===== config.mk =====
export PLATFORM = sky130hd
export DESIGN_NAME = mio_bus_responder
export DESIGN_NICKNAME = d
export VERILOG_FILES = /design/src/rtl/mio_bus_responder.sv
export SDC_FILE = /design/constraint.sdc
export NUM_CORES = 1
export LEC_CHECK = 0
export CAP_MARGIN = 15
export CORE_UTILIZATION = 40
export DETAILED_ROUTE_END_ITERATION = 6
export GPL_ROUTABILITY_DRIVEN = 1
export GPL_TIMING_DRIVEN = 0
export HOLD_SLACK_MARGIN = 0.02
export PLACE_DENSITY_LB_ADDON = 0.05
export SETUP_SLACK_MARGIN = 0.02
export SLEW_MARGIN = 20
export SYNTH_ARGS = -nofsm -noshare
export SYNTH_HDL_FRONTEND = slang
export SYNTH_SLANG_ARGS = --single-unit

===== constraint.sdc =====
create_clock -name clk -period 2.6 [get_ports clk]
set_input_delay 0.52 -clock clk [delete_from_list [all_inputs] [get_ports clk]]
set_output_delay 0.52 -clock clk [all_outputs]
set_load 0.02 [all_outputs]

===== src/rtl/mio_bus_responder.sv =====
// Data-side bus target for the CPU: decodes each load/store to RAM, LED, switches or the timer block
// and completes it with a one-cycle cpu_ready pulse carrying cpu_rdata.
module mio_bus_responder #(
    parameter int RAM_AW = 10
) (
    input  logic              clk,
    input  logic              rst_n,
    input  logic              cpu_req,
    input  logic [31:0]       cpu_addr,
    input  logic [31:0]       cpu_wdata,
    input  logic              cpu_we,
    output logic [31:0]       cpu_rdata,
    output logic              cpu_ready,
    output logic              cpu_int,
    output logic [RAM_AW-1:0] ram_addr,
    output logic [31:0]       ram_wdata,
    output logic              ram_we,
    input  logic [31:0]       ram_rdata,
    input  logic [15:0]       sw_in,
    output logic [15:0]       led_out,
    output logic [1:0]        dbg_state
);

    // Handshake: a request is taken only in IDLE; cpu_req/addr/wdata/we stay stable until the
    // single-cycle cpu_ready pulse, and a request still held in the following IDLE is a new one.
    typedef enum logic [1:0] {
        ST_IDLE   = 2'd0,
        ST_RAM_RD = 2'd1,
        ST_RESP   = 2'd2
    } state_e;

    localparam logic [31:0] A_LED  = 32'hE000_0000;
    localparam logic [31:0] A_SW   = 32'hF000_0000;
    localparam logic [31:0] A_CNT  = 32'hF000_0004;
    localparam logic [31:0] A_CMP  = 32'hF000_0008;
    localparam logic [31:0] A_CTRL = 32'hF000_000C;
    localparam logic [31:0] A_STAT = 32'hF000_0010;

    state_e      state_q, state_d;
    logic [31:0] rdata_q, rdata_d;
    logic [15:0] led_q, led_d;
    logic [15:0] sw_meta_q, sw_meta_d;
    logic [15:0] sw_sync_q, sw_sync_d;
    logic [31:0] count_q, count_d;
    logic [31:0] compare_q, compare_d;
    logic [1:0]  ctrl_q, ctrl_d;
    logic        irq_q, irq_d;
    logic        err_q, err_d;

    logic [31:0] addr_w;
    logic        is_ram, sel_led, sel_sw, sel_cnt, sel_cmp, sel_ctrl, sel_stat, unmapped;
    logic        accept, wr;
    logic        timer_match, irq_set;
    logic [31:0] periph_rdata;

    always_comb begin
        addr_w   = cpu_addr & 32'hFFFF_FFFC;
        is_ram   = (cpu_addr[31:RAM_AW+2] == '0);
        sel_led  = (addr_w == A_LED);
        sel_sw   = (addr_w == A_SW);
        sel_cnt  = (addr_w == A_CNT);
        sel_cmp  = (addr_w == A_CMP);
        sel_ctrl = (addr_w == A_CTRL);
        sel_stat = (addr_w == A_STAT);
        unmapped = !(is_ram || sel_led || sel_sw || sel_cnt || sel_cmp || sel_ctrl || sel_stat);
        // rst_n gates acceptance so a request held across reset never strobes the RAM.
        accept   = (state_q == ST_IDLE) && cpu_req && rst_n;
        wr       = accept && cpu_we;
    end

    // State register
    always_ff @(posedge clk or negedge rst_n) begin
        if (!rst_n) state_q <= ST_IDLE;
        else        state_q <= state_d;
    end

    // Next-state logic
    always_comb begin
        state_d = state_q;
        unique case (state_q)
            ST_IDLE:   if (accept) state_d = (is_ram && !cpu_we) ? ST_RAM_RD : ST_RESP;
            ST_RAM_RD: state_d = ST_RESP;
            ST_RESP:   state_d = ST_IDLE;
            default:   state_d = ST_IDLE;
        endcase
    end

    // Output logic
    always_comb begin
        cpu_ready = (state_q == ST_RESP);
        ram_we    = wr && is_ram;
        ram_addr  = rst_n ? cpu_addr[RAM_AW+1:2] : '0;
        ram_wdata = cpu_wdata;
        cpu_rdata = rdata_q;
        cpu_int   = irq_q && ctrl_q[1];
        led_out   = led_q;
        dbg_state = state_q;
    end

    always_comb begin
        periph_rdata = '0;
        if (sel_led)  periph_rdata = {16'h0000, led_q};
        if (sel_sw)   periph_rdata = {16'h0000, sw_sync_q};
        if (sel_cnt)  periph_rdata = count_q;
        if (sel_cmp)  periph_rdata = compare_q;
        if (sel_ctrl) periph_rdata = {30'd0, ctrl_q};
        if (sel_stat) periph_rdata = {30'd0, err_q, irq_q};
    end

    always_comb begin
        rdata_d = rdata_q;
        if (accept)                     rdata_d = (!cpu_we && !is_ram) ? periph_rdata : '0;
        else if (state_q == ST_RAM_RD)  rdata_d = ram_rdata;

        led_d     = (wr && sel_led)  ? cpu_wdata[15:0] : led_q;
        compare_d = (wr && sel_cmp)  ? cpu_wdata       : compare_q;
        ctrl_d    = (wr && sel_ctrl) ? cpu_wdata[1:0]  : ctrl_q;
        sw_meta_d = sw_in;
        sw_sync_d = sw_meta_q;

        // Auto-reload timer; a CPU write to count overrides both the reload and the irq.
        timer_match = ctrl_q[0] && (count_q == compare_q);
        count_d     = count_q;
        if (ctrl_q[0]) count_d = timer_match ? 32'd0 : count_q + 32'd1;
        if (wr && sel_cnt) count_d = cpu_wdata;
        irq_set = timer_match && !(wr && sel_cnt);

        irq_d = irq_q;
        if (wr && sel_stat && cpu_wdata[0]) irq_d = 1'b0;
        if (irq_set)                        irq_d = 1'b1;

        err_d = err_q;
        if (wr && sel_stat && cpu_wdata[1]) err_d = 1'b0;
        if (accept && unmapped)             err_d = 1'b1;
    end

    always_ff @(posedge clk or negedge rst_n) begin
        if (!rst_n) begin
            rdata_q   <= '0;
            led_q     <= '0;
            sw_meta_q <= '0;
            sw_sync_q <= '0;
            count_q   <= '0;
            compare_q <= 32'hFFFF_FFFF;
            ctrl_q    <= '0;
            irq_q     <= 1'b0;
            err_q     <= 1'b0;
        end else begin
            rdata_q   <= rdata_d;
            led_q     <= led_d;
            sw_meta_q <= sw_meta_d;
            sw_sync_q <= sw_sync_d;
            count_q   <= count_d;
            compare_q <= compare_d;
            ctrl_q    <= ctrl_d;
            irq_q     <= irq_d;
            err_q     <= err_d;
        end
    end

endmodule


After elaboration in Yosys (flattened, before gate mapping)
Index checks and enable logic that the tools add are counted.

Equality and inequality tests: 10. Divide/modulo/power cells: 0. Order comparisons: 0. Reduce and logical (&&, ||, !) cells: 33. Multipliers: 0. Shifts and indexed selects: 0. Bitwise logic cells: 0. Muxes and demuxes: 20. Add/subtract/negate cells: 1.

Operator list (number): two-way mux 32 bit (11); equality test 30 bit (second input constant) (6); adder 32 x 1 -> 32 bit (second input constant) (1); equality test 32 bit (1); zero test 20 bit (1); logical AND 1 bit (17); two-way mux 16 bit (1); two-way mux 10 bit (1); nonzero test 2 bit (4); logical OR 1 bit (6); zero test 1 bit (4); two-way mux 1 bit (4); two-way mux 2 bit (2); one-hot mux 2 bit (2 select lines) (1); equality test 2 x 1 -> 1 bit (second input constant) (1); equality test 2 bit (second input constant) (1); zero test 2 bit (1); != test 2 bit (second input constant) (1).

Memory bits (read-only): 0. Register bits after elaboration: 150. Output and inout port bits: 95. Memory bits (writable): 0. Latch bits: 0. Memories: 0.

Depth between registers and ports, before layout
Gate-level depths: netlist of run 1.

Depth after elaboration: 10. Mapped depth: 9. Mapped depth without buffers: 7.

Worst setup path before layout of run 1
No wires, ideal clock.

Path kind: input to register. Start: in cpu_addr[13]. End: reg led_q[10] (netlist: led_out[10]). Arrival: 2.246 ns. Setup slack: 0.229 ns. Cell stages on the path: 9. Buffers on the path: 3. Setup time: 0.125 ns. Data required time: 2.475 ns. Path through: nor4_1 -> nand4_1 -> or2_1 -> buf_2 -> nor2_1 -> and3_1 -> buf_4 -> buf_4 -> mux2_2.

Longest elaborated chain between the ends: 2.

Ends and longest elaborated chain: start: declaration (line 9) `input logic [31:0] cpu_addr,`; equality test 30 bit (line 59) `sel_led = (addr_w == A_LED);`; logical AND 1 bit (line 115) `led_d = (wr && sel_led) ? cpu_wdata[15:0] : led_q;`; end signal: assignment (line 150) `led_q <= led_d;`; end: declaration (line 41) `logic [15:0] led_q, led_d;`.

Every way passes these cells. A chain may end at the register's enable or synchronous reset.

Worst setup path after layout of run 1
Start: in cpu_addr[21]. End: reg compare_q[10].

Longest elaborated chain between the ends: 2.

Ends and longest elaborated chain: equality test 30 bit (line 62) `sel_cmp = (addr_w == A_CMP);`; logical AND 1 bit (line 116) `compare_d = (wr && sel_cmp) ? cpu_wdata : compare_q;`; end signal: assignment (line 154) `compare_q <= compare_d;`; end: declaration (line 45) `logic [31:0] compare_q, compare_d;`.

Every way passes these cells.

==> impl_metrics.yaml, run 1 <==
run_status:
  outcome: "finished clean"
final_layout:
  final_area_um2: 11300
  layout-area-overhead-vs-synth_pct: 43.2
  mostFrequentLayoutCell: "sky130_fd_sc_hd__clkdlybuf4s50_1"
  num-fill-cells: 1743
  antenna_cells_inserted: 0
  net_total_in_the_final_layout: 1129
  share_of_layout_cells_above_drive_strength_1: 0.202
  most_used_cells_in_the_layout_excluding_fill_and_tap_cells: "sky130_fd_sc_hd__clkdlybuf4s50_1 (190), sky130_fd_sc_hd__dfrtp_1 (118), sky130_fd_sc_hd__nand2_1 (60), sky130_fd_sc_hd__nor2_1 (60), sky130_fd_sc_hd__buf_4 (49)"
detailed_routing:
  ant_nets: 0
  vias: 6879
  initialDrtViolationCount: 421
  drt-pass1-iter-count: 5
  drc_errors: 0
  wl_per_cell_um: 19.4
  drt-total-wl_mm: 25.0
  avgViaCountPerCell: 5.33
sta:
  clock.fmax_ghz: 0.400
  final.hold.worst_slack_ps: 65.5
  clock_skew_ps: 13.9
  grt_setup_unrepaired: "true"
  finalSetupViolations: 0
  report.final.slew_viol_count: 0
  period_needed_ps: 2500
  worst-slew-pin-transition_ps: 817
  fin_crit_sh: 0.962
  max_slew_margin: 0.455
  finalHoldViolations: 0
power_and_ir_drop:
  cellInternalPower_mw: 4.44
  leakage_nw: 4.58
  power.total_mw: 6.03
  worst_ir_drop_vdd_uv: 411
  combinationalPowerShare: 0.161
  netSwitchingFraction: 0.264
  pwr-share-seq: 0.414
  p_clk_frac: 0.425
  p_per_area_nw_per_um2: 532
  switchingPower_mw: 1.59
setup_path:
  critical_path.max_stage_delay_ps: 430
  cp_max_fo: 10
  cp_cell_sequence: "clkdlybuf4s50_1 > nor4_2 > nand4_1 > buf_4 > or2_1 > buf_6 > nor4_4 > buf_4 > mux2_2"
  reg2reg_to: "count_q[12]$_DFFE_PN0P_"
  cp-start-kind: "primary input"
  slack_of_the_worst_reg_to_reg_path_ps: 220
  critPathMostFrequentCell: "sky130_fd_sc_hd__buf_4"
  critPathCaptureType: "flop"
  cp.buffers_inverters: 4
  path_delay_family: "buffers and inverters"
  worst_setup_path_startpoint: "cpu_addr[21]"
  worst_r2r_startpoint: "count_q[14]$_DFFE_PN0P_"
  worstRegToRegCells: 7
  worst_ep_arrival_time_ps: 2860
  crit_required_ps: 2960
  critical_path_class: "in -> reg"
  slowest_cell_on_the_critical_path: "sky130_fd_sc_hd__clkdlybuf4s50_1"
synth:
  synth_async_sr_flop_share: 1.00
  mappedNetlistArea_um2: 7920
  netlist_instances: 777
  synth_area_per_cell_um2: 10.2
  netlist-cell-type-count: 52
  yosysSeqAreaShare: 0.479
  synth-edff-count: 0
  synth-warning-count: 0
  synth-main-ff-cell: "sky130_fd_sc_hd__dfrtp_1"
  yosys_register_bits: 150
  syn-num-nets: 894
grt:
  grt.total_usage: 0.255
  grt_pass1_vias: 6892
  grt_pass1_wl_mm: 39.1
  overflow: 0
  antenna_found_initial: 0
  grt_max_degree: 44
clock_network:
  ctsHtreeMaxLevel: 4
  tritoncts_num_sinks: 150
  worst_setup_hold_path_clk_slew_ps: 60
  cts_root_buf: "sky130_fd_sc_hd__clkbuf_16"
  tritoncts.num_buffers: 17
  clock_path_buffers: 2
  clock_tree_from_tritoncts: "yes"
  insertion_delay_ps: 430
floorplanning:
  initial_utilization: 0.407
  std_cell_rows: 51
  design.core.area_um2: 19500
  die-height_um: 143
  io-pin-count: 211
  die_w_um: 143
  die-area_um2: 20400
worst_hold_path:
  worstHoldPathType: "in -> async"
placement:
  post_dp_cell_area_um2: 10300
  place.port_buffers: 205
  gp_congestion: 0.867
  place.detailed.hpwl_mm: 17.7
run:
  max_cap_violations: 0
cells in the mapped netlist (all sizes together), types with 22 or more instances:
| master | n | area share |
|---|---|---|
| a2bb2oi | 30 | 0.033 |
| nand3 | 22 | 0.014 |
| o31ai | 24 | 0.023 |
| xnor2 | 38 | 0.042 |
| a22oi | 30 | 0.028 |
| nand4 | 28 | 0.022 |
| mux2 | 52 | 0.074 |
| clkbuf | 44 | 0.021 |
| dfstp | 32 | 0.11 |
| a21oi | 36 | 0.023 |
| nand2 | 61 | 0.029 |
| buf | 49 | 0.042 |
| nor2 | 62 | 0.029 |
| dfrtp | 118 | 0.37 |
worst max-delay path by stage:
stage                                           end  cells after the start
after floorplan             led_out[10]$_DFFE_PN0P_                      9
after global placement    cpu_rdata[22]$_DFFE_PN0P_                      9
after detailed placement  cpu_rdata[22]$_DFFE_PN0P_                     10
after CTS                                    ram_we                      6
after global routing      cpu_rdata[23]$_DFFE_PN0P_                     10
final                     compare_q[10]$_DFFE_PN1P_                      9
power by group through the flow:
stage	registers [mW]	clock network, mW	logic (mW)
2_1_floorplan	2.64	0	0.290
3_3_place_gp	2.54	0	0.940
3_5_place_dp	2.54	0	0.947
4_1_cts	2.50	2.61	0.980
5_1_grt	2.51	2.71	1.04
6_report	2.50	2.56	0.971
flip-flops by register name (all words and copies together), names as in the netlist, 2 cells and up:
register / cells
compare_q: 32
dbg_state: 2
sw_sync_q: 16
cpu_rdata: 32
count_q: 32
ctrl_q: 2
sw_meta_q: 16
led_out: 16
cell families after synthesis:
family	after synthesis	synth area share
fa+ha+maj	1	0.00158
buf+inv	99	0.0660
simple gates	244	0.157
mux	70	0.0967
compound gates	159	0.140
xor+xnor	54	0.0597
flops	150	0.479
through the flow:
stage / setup slack [ps] / util / std cells / setup TNS [ps]
2_1_floorplan: 229 / - / 777 / 0
6_report: 99.4 / 0.583 / 1290 / 0
5_1_grt: 20.7 / 0.583 / 1290 / 0
3_5_place_dp: -1140 / 0.531 / 1248 / -96360
4_1_cts: 12.7 / 0.576 / 1290 / 0
3_3_place_gp: -6490 / 0.529 / 1247 / -1515170
final cells by class:
class	instances	area (um2)	area share
Buffer	89	544	0.0480
Timing Repair Buffer	220	2310	0.203
Multi-Input combinational cell	528	3730	0.329
Sequential cell	150	3790	0.335
Tap cell	265	332	0.0292
Inverter	6	22.5	0.00199
Clock inverter	13	159	0.0140
Clock buffer	19	453	0.0399
layer usage:
metal  routed length, um  global-route usage  vias up
li1                    -                   -     3264
met1               11300               0.344     3398
met2               12200               0.418      193
met3                1240              0.0426       24
met4                 356              0.0832        0
met5                   0                   0        -
timing repair:
action,in CTS,in global routing
gates cloned,3,1
hold buffers,1,0
setup endpoints to repair,126,100
hold endpoints to repair,14,0
buffers inserted,6,3
pin swaps,5,8
gates resized for setup,40,37
(Power assumes the default switching activity.)
==> inputs of run 2 (changes only) <==
- TNS_END_PERCENT: unset -> 50
==> impl_metrics.yaml, run 2 (synthesized netlist as in run 1, its figures left out) <==
floorplanning:
  design.core.area_um2: 19500
  die_w_um: 143
  io-pin-count: 211
  die-height_um: 143
  die-area_um2: 20400
  std_cell_rows: 51
  initial_utilization: 0.407
detailed_routing:
  wl_per_cell_um: 19.4
  dr.max_layer_used: "met4"
  drt-pass1-iter-count: 5
  wl_met1_mm: 11.3
  wl_met3_mm: 1.27
  met2WireLength_mm: 12.1
  drt-total-wl_mm: 25.1
  initialDrtViolationCount: 384
  drc_errors: 0
  avgViaCountPerCell: 5.35
  ant_nets: 0
  vias: 6902
sta:
  finalHoldViolations: 0
  fin_ws_ps: 84.3
  max_slew_margin: 0.457
  clock_skew_ps: 16.0
  final.hold.worst_slack_ps: 66.6
  report.final.slew_viol_count: 0
  clock.fmax_ghz: 0.398
  worst-slew-pin-transition_ps: 815
  period_needed_ps: 2520
  finalSetupViolations: 0
  grt_setup_unrepaired: "true"
  fin_crit_sh: 0.968
run:
  max_cap_violations: 0
grt:
  grt.total_usage: 0.255
  antenna_found_initial: 0
  grt_pass1_vias: 6892
  overflow: 0
  grt_pass1_wl_mm: 39.1
  grt_max_degree: 44
worst_hold_path:
  worstHoldPathType: "in -> async"
clock_network:
  worst_setup_hold_path_clk_slew_ps: 60
  clock_tree_from_tritoncts: "yes"
  cts_root_buf: "sky130_fd_sc_hd__clkbuf_16"
  tritoncts_num_sinks: 150
  tritoncts.num_buffers: 17
  ctsHtreeMaxLevel: 4
  clock_path_buffers: 2
  insertion_delay_ps: 430
power_and_ir_drop:
  worst_ir_drop_vdd_uv: 412
  leakage_nw: 4.58
  p_per_area_nw_per_um2: 532
placement:
  post_dp_cell_area_um2: 10300
  place.detailed.hpwl_mm: 17.7
  place.port_buffers: 205
  post-place-ws_ps: -1140
  gp_congestion: 0.867
  numPlacedInstances: 1248
run_status:
  outcome: "finished clean"
setup_path:
  cp_cell_sequence: "clkdlybuf4s50_1 > nand2b_1 > nor2_1 > clkbuf_1 > a22oi_1 > a2bb2oi_1 > a21oi_1"
  critPathCaptureType: "flop"
  cp_max_fo: 10
  crit_required_ps: 2950
  cp-start-kind: "primary input"
  critical_path.max_stage_delay_ps: 560
  worst_ep_arrival_time_ps: 2860
  cp.buffers_inverters: 2
  path_delay_family: "buffers and inverters"
  slowest_cell_on_the_critical_path: "sky130_fd_sc_hd__clkbuf_1"
  critical_path_class: "in -> reg"
final_layout:
  most_used_cells_in_the_layout_excluding_fill_and_tap_cells: "sky130_fd_sc_hd__clkdlybuf4s50_1 (190), sky130_fd_sc_hd__dfrtp_1 (118), sky130_fd_sc_hd__nand2_1 (60), sky130_fd_sc_hd__nor2_1 (60), sky130_fd_sc_hd__buf_4 (49)"
  net_total_in_the_final_layout: 1130
  share_of_layout_cells_above_drive_strength_1: 0.200
  stdcell_count: 1291
  layout-area-overhead-vs-synth_pct: 43.2
  mostFrequentLayoutCell: "sky130_fd_sc_hd__clkdlybuf4s50_1"
  final_area_um2: 11300
  antenna_cells_inserted: 0
-- run 2: cell types whose count changed in the layout (fill, tap and decap cells not counted) --
| cell | delta |
|---|---|
| sky130_fd_sc_hd__buf_2 | +1 |
| sky130_fd_sc_hd__clkbuf_2 | -3 |
| sky130_fd_sc_hd__clkbuf_1 | +3 |
-- run 2: layout make-up --
class | instances | area (um2)
Buffer | 90 | 546
Clock buffer | 19 | 453
Clock inverter | 13 | 159
Fill cell | 1744 | 8120
Inverter | 6 | 22.5
Multi-Input combinational cell | 528 | 3730
Sequential cell | 150 | 3790
Tap cell | 265 | 332
Timing Repair Buffer | 220 | 2310
-- run 2: metrics by stage --
stage	TNS, ps	power (mW)	util
6_report	0	6.03	0.583
5_1_grt	-111	6.26	0.583
4_1_cts	0	6.09	0.576
3_5_place_dp	-96360	3.49	0.531
3_3_place_gp	-1515170	3.48	0.529
2_1_floorplan	0	2.93	-
-- run 2: layer usage --
metal,GRT usage,vias to the layer above
li1,-,3262
met1,0.344,3401
met2,0.418,213
met3,0.0426,26
met4,0.0832,0
met5,0,-
-- run 2: worst paths after layout --
kind | cells past startpoint | start | slack (ps) | endpoint
setup / recovery | 7 | cpu_addr[2] | 80 | cpu_rdata[6]$_DFFE_PN0P_
hold / removal | 1 | rst_n | 70 | count_q[22]$_DFFE_PN0P_
setup reg to reg | 7 | count_q[14]$_DFFE_PN0P_ | 210 | count_q[12]$_DFFE_PN0P_
hold reg to reg | 0 | sw_meta_q[7]$_DFF_PN0_ | 350 | sw_sync_q[7]$_DFF_PN0_
max in group asynchronous | 2 | rst_n | 1280 | count_q[15]$_DFFE_PN0P_
min in group clk | 0 | sw_meta_q[7]$_DFF_PN0_ | 350 | sw_sync_q[7]$_DFF_PN0_
-- run 2: where the power goes --
group	leakage (nW)	internal, mW	total, mW	switching (mW)
Clock	0.295	1.50	2.56	1.07
Combinational	2.64	0.498	0.972	0.474
Sequential	1.65	2.45	2.50	0.0547
Total	4.58	4.44	6.03	1.59
-- run 2: timing repair --
item                                    CTS  global route
endpoints found under the setup margin  126           100
hold buffers                              1             0
hold endpoints to repair                 14             0
pin swaps                                 5             8
gates cloned                              3             1
resized for setup                        39            34
setup buffers                             6             3
==> inputs of run 3 (changes only) <==
- ABC_AREA: unset -> 1
==> impl_metrics.yaml, run 3 <==
sta:
  final.hold.worst_slack_ps: 116
  grt_setup_unrepaired: "false"
  clock.fmax_ghz: 0.412
  fin_ws_ps: 172
  final.setup.tns_ps: 0
  report.final.slew_viol_count: 0
  finalHoldViolations: 0
  max_slew_margin: 0.520
  clock_skew_ps: 10.1
  finalSetupViolations: 0
  period_needed_ps: 2430
  worst-slew-pin-transition_ps: 713
  fin_crit_sh: 0.934
grt:
  grtUsageMet2: 0.426
  grt.total_usage: 0.262
  grt_pass1_vias: 8273
  grt_max_degree: 94
  busiest_grt_layer: "met2"
  grt_util_met1: 0.351
  antenna_found_initial: 0
  overflow: 0
  grt_pass1_wl_mm: 44.4
  grt_util_met3: 0.0443
floorplanning:
  die-height_um: 149
  die_w_um: 149
  design.core.area_um2: 21200
  std_cell_rows: 53
  initial_utilization: 0.411
  die-area_um2: 22300
  io-pin-count: 211
worst_hold_path:
  worstHoldPathType: "in -> async"
detailed_routing:
  avgViaCountPerCell: 5.10
  drt-pass1-iter-count: 5
  drt-total-wl_mm: 28.2
  drc_errors: 0
  wl_per_cell_um: 16.8
  initialDrtViolationCount: 488
  vias: 8522
  ant_nets: 0
setup_path:
  cp_cell_sequence: "clkdlybuf4s50_1 > nand3_2 > clkbuf_8 > clkbuf_2 > nor3_2 > buf_4"
  worstRegToRegCells: 10
  slowest_cell_on_the_critical_path: "sky130_fd_sc_hd__clkdlybuf4s50_1"
  crit_required_ps: 2080
  cp_max_fo: 10
  cp-start-kind: "primary input"
  critical_path_class: "in -> out"
  critPathCaptureType: "output port"
  worst_ep_arrival_time_ps: 1910
  critical_path.max_stage_delay_ps: 480
clock_network:
  ctsHtreeMaxLevel: 4
  tritoncts.num_buffers: 17
  worst_setup_hold_path_clk_slew_ps: 70
  tritoncts_num_sinks: 150
  clock_tree_from_tritoncts: "yes"
  cts_root_buf: "sky130_fd_sc_hd__clkbuf_16"
  clock_path_buffers: 2
  insertion_delay_ps: 440
synth:
  yosysSeqAreaShare: 0.437
  mappedNetlistArea_um2: 8690
  yosys-top-cells-area: "sky130_fd_sc_hd__dfrtp_1 (34%), sky130_fd_sc_hd__nand2_1 (11%), sky130_fd_sc_hd__dfstp_2 (9.7%), sky130_fd_sc_hd__inv_1 (6.0%), sky130_fd_sc_hd__o21ai_0 (5.9%)"
  yosys.area.top_type_share: 0.340
  synth_top_cells_by_count: "sky130_fd_sc_hd__nand2_1 (266), sky130_fd_sc_hd__inv_1 (139), sky130_fd_sc_hd__nor2_1 (132)"
  synth_async_sr_flop_share: 1.00
  synth_area_per_cell_um2: 7.55
  netlist_instances: 1151
  netlist-cell-type-count: 38
  synth.most_common_cell: "sky130_fd_sc_hd__nand2_1"
  synth-warning-count: 0
  synth-edff-count: 0
  synth-main-ff-cell: "sky130_fd_sc_hd__dfrtp_1"
  syn-num-nets: 1268
  yosysTopAreaCell: "sky130_fd_sc_hd__dfrtp_1"
  yosys_register_bits: 150
power_and_ir_drop:
  p_per_area_nw_per_um2: 491
  combinationalPowerShare: 0.141
  pwr-share-seq: 0.425
  worst_ir_drop_vdd_uv: 427
  switchingPower_mw: 1.59
  netSwitchingFraction: 0.272
  p_clk_frac: 0.434
  cellInternalPower_mw: 4.25
  leakage_nw: 5.19
final_layout:
  utilization: 0.562
  net_total_in_the_final_layout: 1501
  layout-area-overhead-vs-synth_pct: 36.8
  final_area_um2: 11900
  antenna_cells_inserted: 0
  mostFrequentLayoutCell: "sky130_fd_sc_hd__nand2_1"
  most_used_cells_in_the_layout_excluding_fill_and_tap_cells: "sky130_fd_sc_hd__nand2_1 (265), sky130_fd_sc_hd__clkdlybuf4s50_1 (206), sky130_fd_sc_hd__inv_1 (138)"
  share_of_layout_cells_above_drive_strength_1: 0.121
run:
  max_cap_violations: 0
placement:
  place.detailed.hpwl_mm: 21.2
  post-place-ws_ps: -919
  gp_congestion: 0.909
  place.port_buffers: 208
  post_dp_cell_area_um2: 11100
run_status:
  outcome: "finished clean"
## run 3: final cells by class
cell class / instances / area, um2
buffer: 82 / 499
inverter: 142 / 539
multi-input combinational: 777 / 3940
clock buffer: 17 / 425
clock inverter: 15 / 174
tap: 275 / 344
timing repair buffer: 214 / 2170
fill: 2031 / 9270
sequential: 150 / 3790
## run 3: worst paths after layout
check	slack, ps	from	end
worst max-delay path	170	cpu_req	ram_we
worst min-delay path	120	rst_n	compare_q[31]$_DFFE_PN1P_
worst max register to register	260	compare_q[9]$_DFFE_PN1P_	count_q[13]$_DFFE_PN0P_
worst min register to register	350	sw_meta_q[15]$_DFF_PN0_	sw_sync_q[15]$_DFF_PN0_
max in group asynchronous	1970	rst_n	compare_q[14]$_DFFE_PN1P_
min in group clk	350	sw_meta_q[15]$_DFF_PN0_	sw_sync_q[15]$_DFF_PN0_
## run 3: what timing repair did
item	4_1_cts	5_1_grt
hold buffers	1	0
resized for setup	21	21
gates cloned	0	0
endpoints found under the setup margin	75	76
endpoints found under the hold margin	41	0
pin swaps	1	2
buffers inserted	1	3
## run 3: stage by stage
stage / power, mW / cells
after global routing: 6.05 / 1672
after CTS: 5.88 / 1669
after detailed placement: 3.34 / 1635
after floorplan: 2.84 / 1151
final: 5.83 / 1672
after global placement: 3.32 / 1634
## run 3: cells by family after synthesis
logic type,Yosys count,synth area share
buffers and inverters,224,0.117
adder cells (fa/ha/maj),1,0.00144
XOR/XNOR,40,0.0403
AO/OA/AOI/OAI,191,0.136
flip-flops,150,0.437
AND/OR/NAND/NOR,545,0.269
## run 3: metal layers
| layer | vias up | share of wire |
|---|---|---|
| li1 | 4186 | - |
| met1 | 4009 | 0.45 |
| met2 | 289 | 0.46 |
| met3 | 38 | 0.063 |
| met4 | 0 | 0.022 |
| met5 | - | 0 |
## run 3: power groups by stage
| stage | registers (mW) | logic (mW) | clock network (mW) |
|---|---|---|---|
| after floorplan | 2.61 | 0.225 | 0 |
| after global placement | 2.52 | 0.804 | 0 |
| after detailed placement | 2.52 | 0.815 | 0 |
| after CTS | 2.48 | 0.830 | 2.57 |
| after global routing | 2.49 | 0.893 | 2.67 |
| final | 2.48 | 0.822 | 2.53 |
## run 3: worst max-delay path, delay by kind of cell
kind	cells	cell delay, ps
buffers and inverters	4	1060
AND/OR/NAND/NOR	2	330
